[src/rtl/opa_fwd_stage.sv]
// opa_fwd_stage
//   ALU operand-A select for the pipelined core. Picks operand A from rs1
//   (with EX/MEM forwarding), the PC, zero, or raw rs1, holds issue while a
//   load in EX still owes rs1, and registers the result into the ID/EX
//   boundary behind a valid/ready handshake.
//
// Ports
//   clk, rst            clock (rising edge), asynchronous active-high reset
//   in_valid/in_ready   upstream (ID) handshake
//   a_sel               0 rs1 forwarded, 1 pc, 2 zero, 3 rs1 raw
//   rs1_addr, rs1_data  register index and regfile read data
//   pc                  PC of the instruction
//   ex_*                EX-stage write enable, rd, result, is-load flag
//   mem_*               MEM-stage write enable, rd, writeback data
//   flush               kill the held and the incoming operand
//   out_valid/out_ready downstream (EX) handshake
//   opa_out             registered operand A
//   fwd_src             0 regfile, 1 EX, 2 MEM, 3 non-rs1 source
//   stall_cnt           saturating count of load-use stall cycles

module opa_fwd_stage #(
    parameter int XLEN  = 32,
    parameter int AW    = 5,
    parameter int CNT_W = 16
) (
    input  logic             clk,
    input  logic             rst,
    input  logic             in_valid,
    output logic             in_ready,
    input  logic [1:0]       a_sel,
    input  logic [AW-1:0]    rs1_addr,
    input  logic [XLEN-1:0]  rs1_data,
    input  logic [XLEN-1:0]  pc,
    input  logic             ex_wen,
    input  logic [AW-1:0]    ex_rd,
    input  logic [XLEN-1:0]  ex_data,
    input  logic             ex_is_load,
    input  logic             mem_wen,
    input  logic [AW-1:0]    mem_rd,
    input  logic [XLEN-1:0]  mem_data,
    input  logic             flush,
    output logic             out_valid,
    input  logic             out_ready,
    output logic [XLEN-1:0]  opa_out,
    output logic [1:0]       fwd_src,
    output logic [CNT_W-1:0] stall_cnt
);

    localparam logic [CNT_W-1:0] CNT_ONE = CNT_W'(1);

    logic            ex_hit;
    logic            mem_hit;
    logic            hazard;
    logic            capture;
    logic [XLEN-1:0] src_val;
    logic [1:0]      src_tag;

    // x0 never matches, so writes to x0 in later stages are never forwarded.
    assign ex_hit  = ex_wen  && (ex_rd  == rs1_addr) && (rs1_addr != '0);
    assign mem_hit = mem_wen && (mem_rd == rs1_addr) && (rs1_addr != '0);

    // Only the forwarded rs1 path cares about a load still in EX.
    assign hazard  = in_valid && (a_sel == 2'd0) && ex_hit && ex_is_load;

    // Flush is deliberately kept out of in_ready; it only blocks the capture.
    assign in_ready = !hazard && (!out_valid || out_ready);
    assign capture  = in_valid && in_ready && !flush;

    always_comb begin
        src_val = '0;
        src_tag = 2'd3;
        case (a_sel)
            2'd0: begin
                src_tag = 2'd0;
                if (rs1_addr == '0) begin
                    src_val = '0;
                end else if (ex_hit) begin
                    src_val = ex_data;
                    src_tag = 2'd1;
                end else if (mem_hit) begin
                    src_val = mem_data;
                    src_tag = 2'd2;
                end else begin
                    src_val = rs1_data;
                end
            end
            2'd1:    src_val = pc;
            2'd2:    src_val = '0;
            default: src_val = rs1_data;
        endcase
    end

    always_ff @(posedge clk or posedge rst) begin
        if (rst) begin
            out_valid <= 1'b0;
            opa_out   <= '0;
            fwd_src   <= 2'd0;
            stall_cnt <= '0;
        end else begin
            if (flush) begin
                out_valid <= 1'b0;
            end else if (capture) begin
                out_valid <= 1'b1;
                opa_out   <= src_val;
                fwd_src   <= src_tag;
            end else if (out_valid && out_ready) begin
                out_valid <= 1'b0;
            end

            if (hazard && !flush && (stall_cnt != '1)) begin
                stall_cnt <= stall_cnt + CNT_ONE;
            end
        end
    end

endmodule
[config.mk]
export PLATFORM = sky130hd
export DESIGN_NAME = opa_fwd_stage
export DESIGN_NICKNAME = d
export VERILOG_FILES = /design/src/rtl/opa_fwd_stage.sv
export SDC_FILE = /design/constraint.sdc
export NUM_CORES = 1
export LEC_CHECK = 0
export CORE_ASPECT_RATIO = 0.9
export CORE_UTILIZATION = 40
export DETAILED_ROUTE_END_ITERATION = 8
export PLACE_DENSITY = 0.83
export SYNTH_ARGS = -nofsm -noshare
export SYNTH_HDL_FRONTEND = slang
export SYNTH_SLANG_ARGS = --single-unit
[constraint.sdc]
create_clock -name clk -period 2.1 [get_ports clk]
set_clock_uncertainty 0.05 [all_clocks]
set_input_delay 0.42 -clock clk [delete_from_list [all_inputs] [get_ports clk]]
set_output_delay 0.42 -clock clk [all_outputs]
set_load 0.02 [all_outputs]
==> results by group <==
Outcome
  • Outcome: finished with violations
  • Failing checks: setup timing

Detailed routing
  • WL/cell: about 18 um
  • DR vias: 4,388
  • Pre-antenna DRT Iters: 5
  • Final wirelength: around 14,000 um
  • Vias per cell: 5.74
  • Post-route ant nets: 0
  • DRC errors left: 0
  • DRT iter0 DRCs: roughly 180

Logic synthesis
  • Synth cell types: between 40 and 50
  • Syn nets: about 600
  • Post-synth top area share: 0.344
  • Top_reg_cell synth: dfrtp_1
  • Synth warn: 0
  • Synth Register Bits: 51
  • Sequential area share after synthesis: 0.344
  • Post-synth EDFFs: 0
  • Mapped Avg Cell Area: 8.54 um^2
  • Post-Syn Area: about 0.0037 mm^2
  • Cell taking the most area after synthesis: dfrtp_1
  • Top cells by area, synth: dfrtp_1 (34%), mux2_2 (6.1%), xnor2_1 (5.2%), o311ai_1 (4.5%), nor3_1 (4.3%)
  • Synth Instances: about 440
  • Async S/R FF share, synth: 1.00

Cells and area
  • Layout cell share with drive strength beyond 1: 0.160
  • Inserted Diodes: 0
  • Syn-to-layout area delta: 71.9%
  • Util after Layout: 0.725
  • # fillers: 657
  • Layout net count: ~800
  • Area of the multi-input gates: 0.00231 mm^2
  • Flip-flop and latch area: approximately 0.0013 mm^2
  • Fin area: about 0.0064 mm^2

Pwr
  • Clock group share of total power: 0.230
  • Net Sw Frac: 0.314
  • Static leakage: about 2.6 nW
  • Combinational share of power: 0.396
  • Int Power: 2.12 mW
  • Peak VDD IR: roughly 270 uV
  • Switching Power: about 0.97 mW
  • Power Dens Cells: roughly 480 mW/mm^2
  • Sequential share of power: 0.374

Critical path
  • Worst Path Max Fanout: 2
  • Crit path kind: in -> out
  • WP data required: 1.63 ns
  • Setup crit end kind: output pin
  • Worst EP arrival: approximately 1.6 ns
  • Startpoint types: input port

Floorplan
  • Die Width: between 100 and 150 um
  • I/O Pins: between 200 and 250
  • Total die area: 0.00968 mm^2
  • Chip Height: 93.4 um
  • Initial Utilization: 0.422
  • Row count: 32
  • Core footprint: 0.00881 mm^2

GRT
  • Grt met2 use: 0.534
  • Busiest grt layer: met2
  • Antenna violations before repair: 0
  • Vias in the first global route: 4,447
  • First-pass GRT wire length: around 22,000 um
  • Total track usage: 0.285
  • Met3 Usage GRT: 0.0509
  • Largest net degree at the start of global routing: 34
  • GR Overflow Total: 0
  • Met1 Usage GRT: 0.331

Placed design
  • Port-buffer cells: between 200 and 250
  • Pre-CTS setup slack: -0.889 ns
  • GPL Wtd Cong: 0.851
  • DP HPWL: 10,000 um
  • Cell Area, Placed: 0.00610 mm^2

STA
  • Max Fclk: around 0.47 GHz
  • Min cycle time layout: 2.11 ns
  • Setup WS post-layout: -0.0150 ns
  • Final setup vio count: 1
  • Slew at the pin with the worst max-slew slack: ~0.46 ns
  • Final Cycle Share: 1.01
  • Unrepaired setup endpoints after global routing: true
  • Slew Limit Fails: 0
  • Final hold violations: 0
  • Rel. slew slack: 0.692

CTS
  • H-tree depth: 2
  • CTS root buf: clkbuf_8
  • Cts hold-fix bufs: 0
  • Clk sinks: between 50 and 60
  • Setup Fix Bufs, Post-CTS: 0
  • CTS Buf Count: 5
  • Worst-skew pair later-pin latency: around 0.31 ns
  • Longest Clk Path Bufs: 2
  • Clock-pin slew on the worst setup and hold paths: about 0.1 ns
  • CTS tree: yes

Worst hold path
  • Path type of the worst min-delay path: in -> async

Run
  • Max-cap violations: 0
-- synthesized netlist by cell type, drive strengths merged (2+ instances only) --
master	instances
inv	33
xnor2	22
nand4	11
a211oi	20
nor2	23
o31a	12
a2111oi	12
dfrtp	51
buf	18
and3	9
o311ai	20
xor2	3
mux2	21
o31ai	12
and2	4
nor3	33
and4	3
o22ai	12
or2	2
clkbuf	22
nand3	27
o21a	14
o211ai	2
nand2	36
-- flip-flops by register name, indices dropped and copies added, names as in the netlist --
register and flops:
out_valid 1, opa_out 32, fwd_src 2, stall_cnt 16
-- metal layers --
layer / share of wire / vias up / wire length [um]
met5: 0 / - / 0
met4: 0.016 / 0 / 230
met3: 0.074 / 23 / 1030
met2: 0.51 / 227 / 7110
met1: 0.40 / 2107 / 5560
li1: - / 2031 / -
-- worst max-delay path, cell delays in order --
cell,delay (ns)
buf_6,0.09
or4_4,0.53
o2111a_1,0.28
nand3_2,0.07
and2_4,0.14
buf_6,0.11
-- final timing paths --
check                                  start            to  slack [ns]  depth (start not counted)
worst max-delay path             rs1_addr[4]      in_ready       -0.01                          6
worst min-delay path                     rst    opa_out[3]        0.42                          3
worst max register to register  stall_cnt[2]  stall_cnt[1]        0.42                          5
worst min register to register   opa_out[14]   opa_out[14]        0.43                          2
max in group asynchronous                rst   opa_out[12]        1.27                          3
min in group clk                 opa_out[14]   opa_out[14]        0.43                          2
-- repair_timing --
action                                  CTS  global route
gates cloned                              0             0
gates resized for setup                  61             5
endpoints found under the setup margin   52             7
pin swaps                                11             1
-- power groups by stage --
stage               registers, mW  clock network (mW)  logic [mW]
floorplan                    1.31                   0       0.368
global placement             1.17                   0        1.16
detailed placement           1.18                   0        1.18
CTS                          1.16               0.723        1.22
global route                 1.17               0.757        1.30
finish                       1.16               0.711        1.23
-- cells by family (layout without fill, tap and decap cells) --
group	Yosys count	after routing	share of synthesized area
compound gates	110	110	0.235
xor+xnor	25	25	0.0589
fa+ha+maj	1	1	0.00337
buf+inv	73	283	0.0869
flops	51	51	0.344
mux	21	21	0.0647
simple gates	154	154	0.207
-- cell type report --
class,instances,area share
multi-input combinational,311,0.362
timing repair buffer,242,0.378
sequential,51,0.200
clock buffer,5,0.0108
clock inverter,3,0.00725
inverter,33,0.0194
tap,119,0.0233
-- cell usage in the layout, fill, tap and decap left out, drive strengths merged, types with 2 or more instances in the layout --
cell type,synthesis,routed
nand2,36,36
nor2,23,23
a2111oi,12,12
buf,18,42
dfrtp,51,51
a211oi,20,20
and3,9,9
nand4,11,11
and2,4,4
o211ai,2,2
or2,2,2
inv,33,34
o311ai,20,20
xor2,3,3
o22ai,12,12
o21a,14,14
nor3,33,33
and4,3,3
o31a,12,12
nand3,27,27
o31ai,12,12
xnor2,22,22
clkdlybuf4s50,0,191
mux2,21,21
clkbuf,22,5
dlygate4sd2,0,8
-- through the flow --
stage	setup TNS, ns	cells	hold WS, ns	power, mW
6_report	-0.0150	764	0.418	3.10
5_1_grt	-0.0967	764	0.445	3.22
4_1_cts	-0.00179	764	0.426	3.10
3_5_place_dp	-29.31	756	0.417	2.36
3_3_place_gp	-26.87	756	0.413	2.33
2_1_floorplan	-0.0259	435	0.479	1.67
Note: power is estimated with default switching activity, not from simulation.
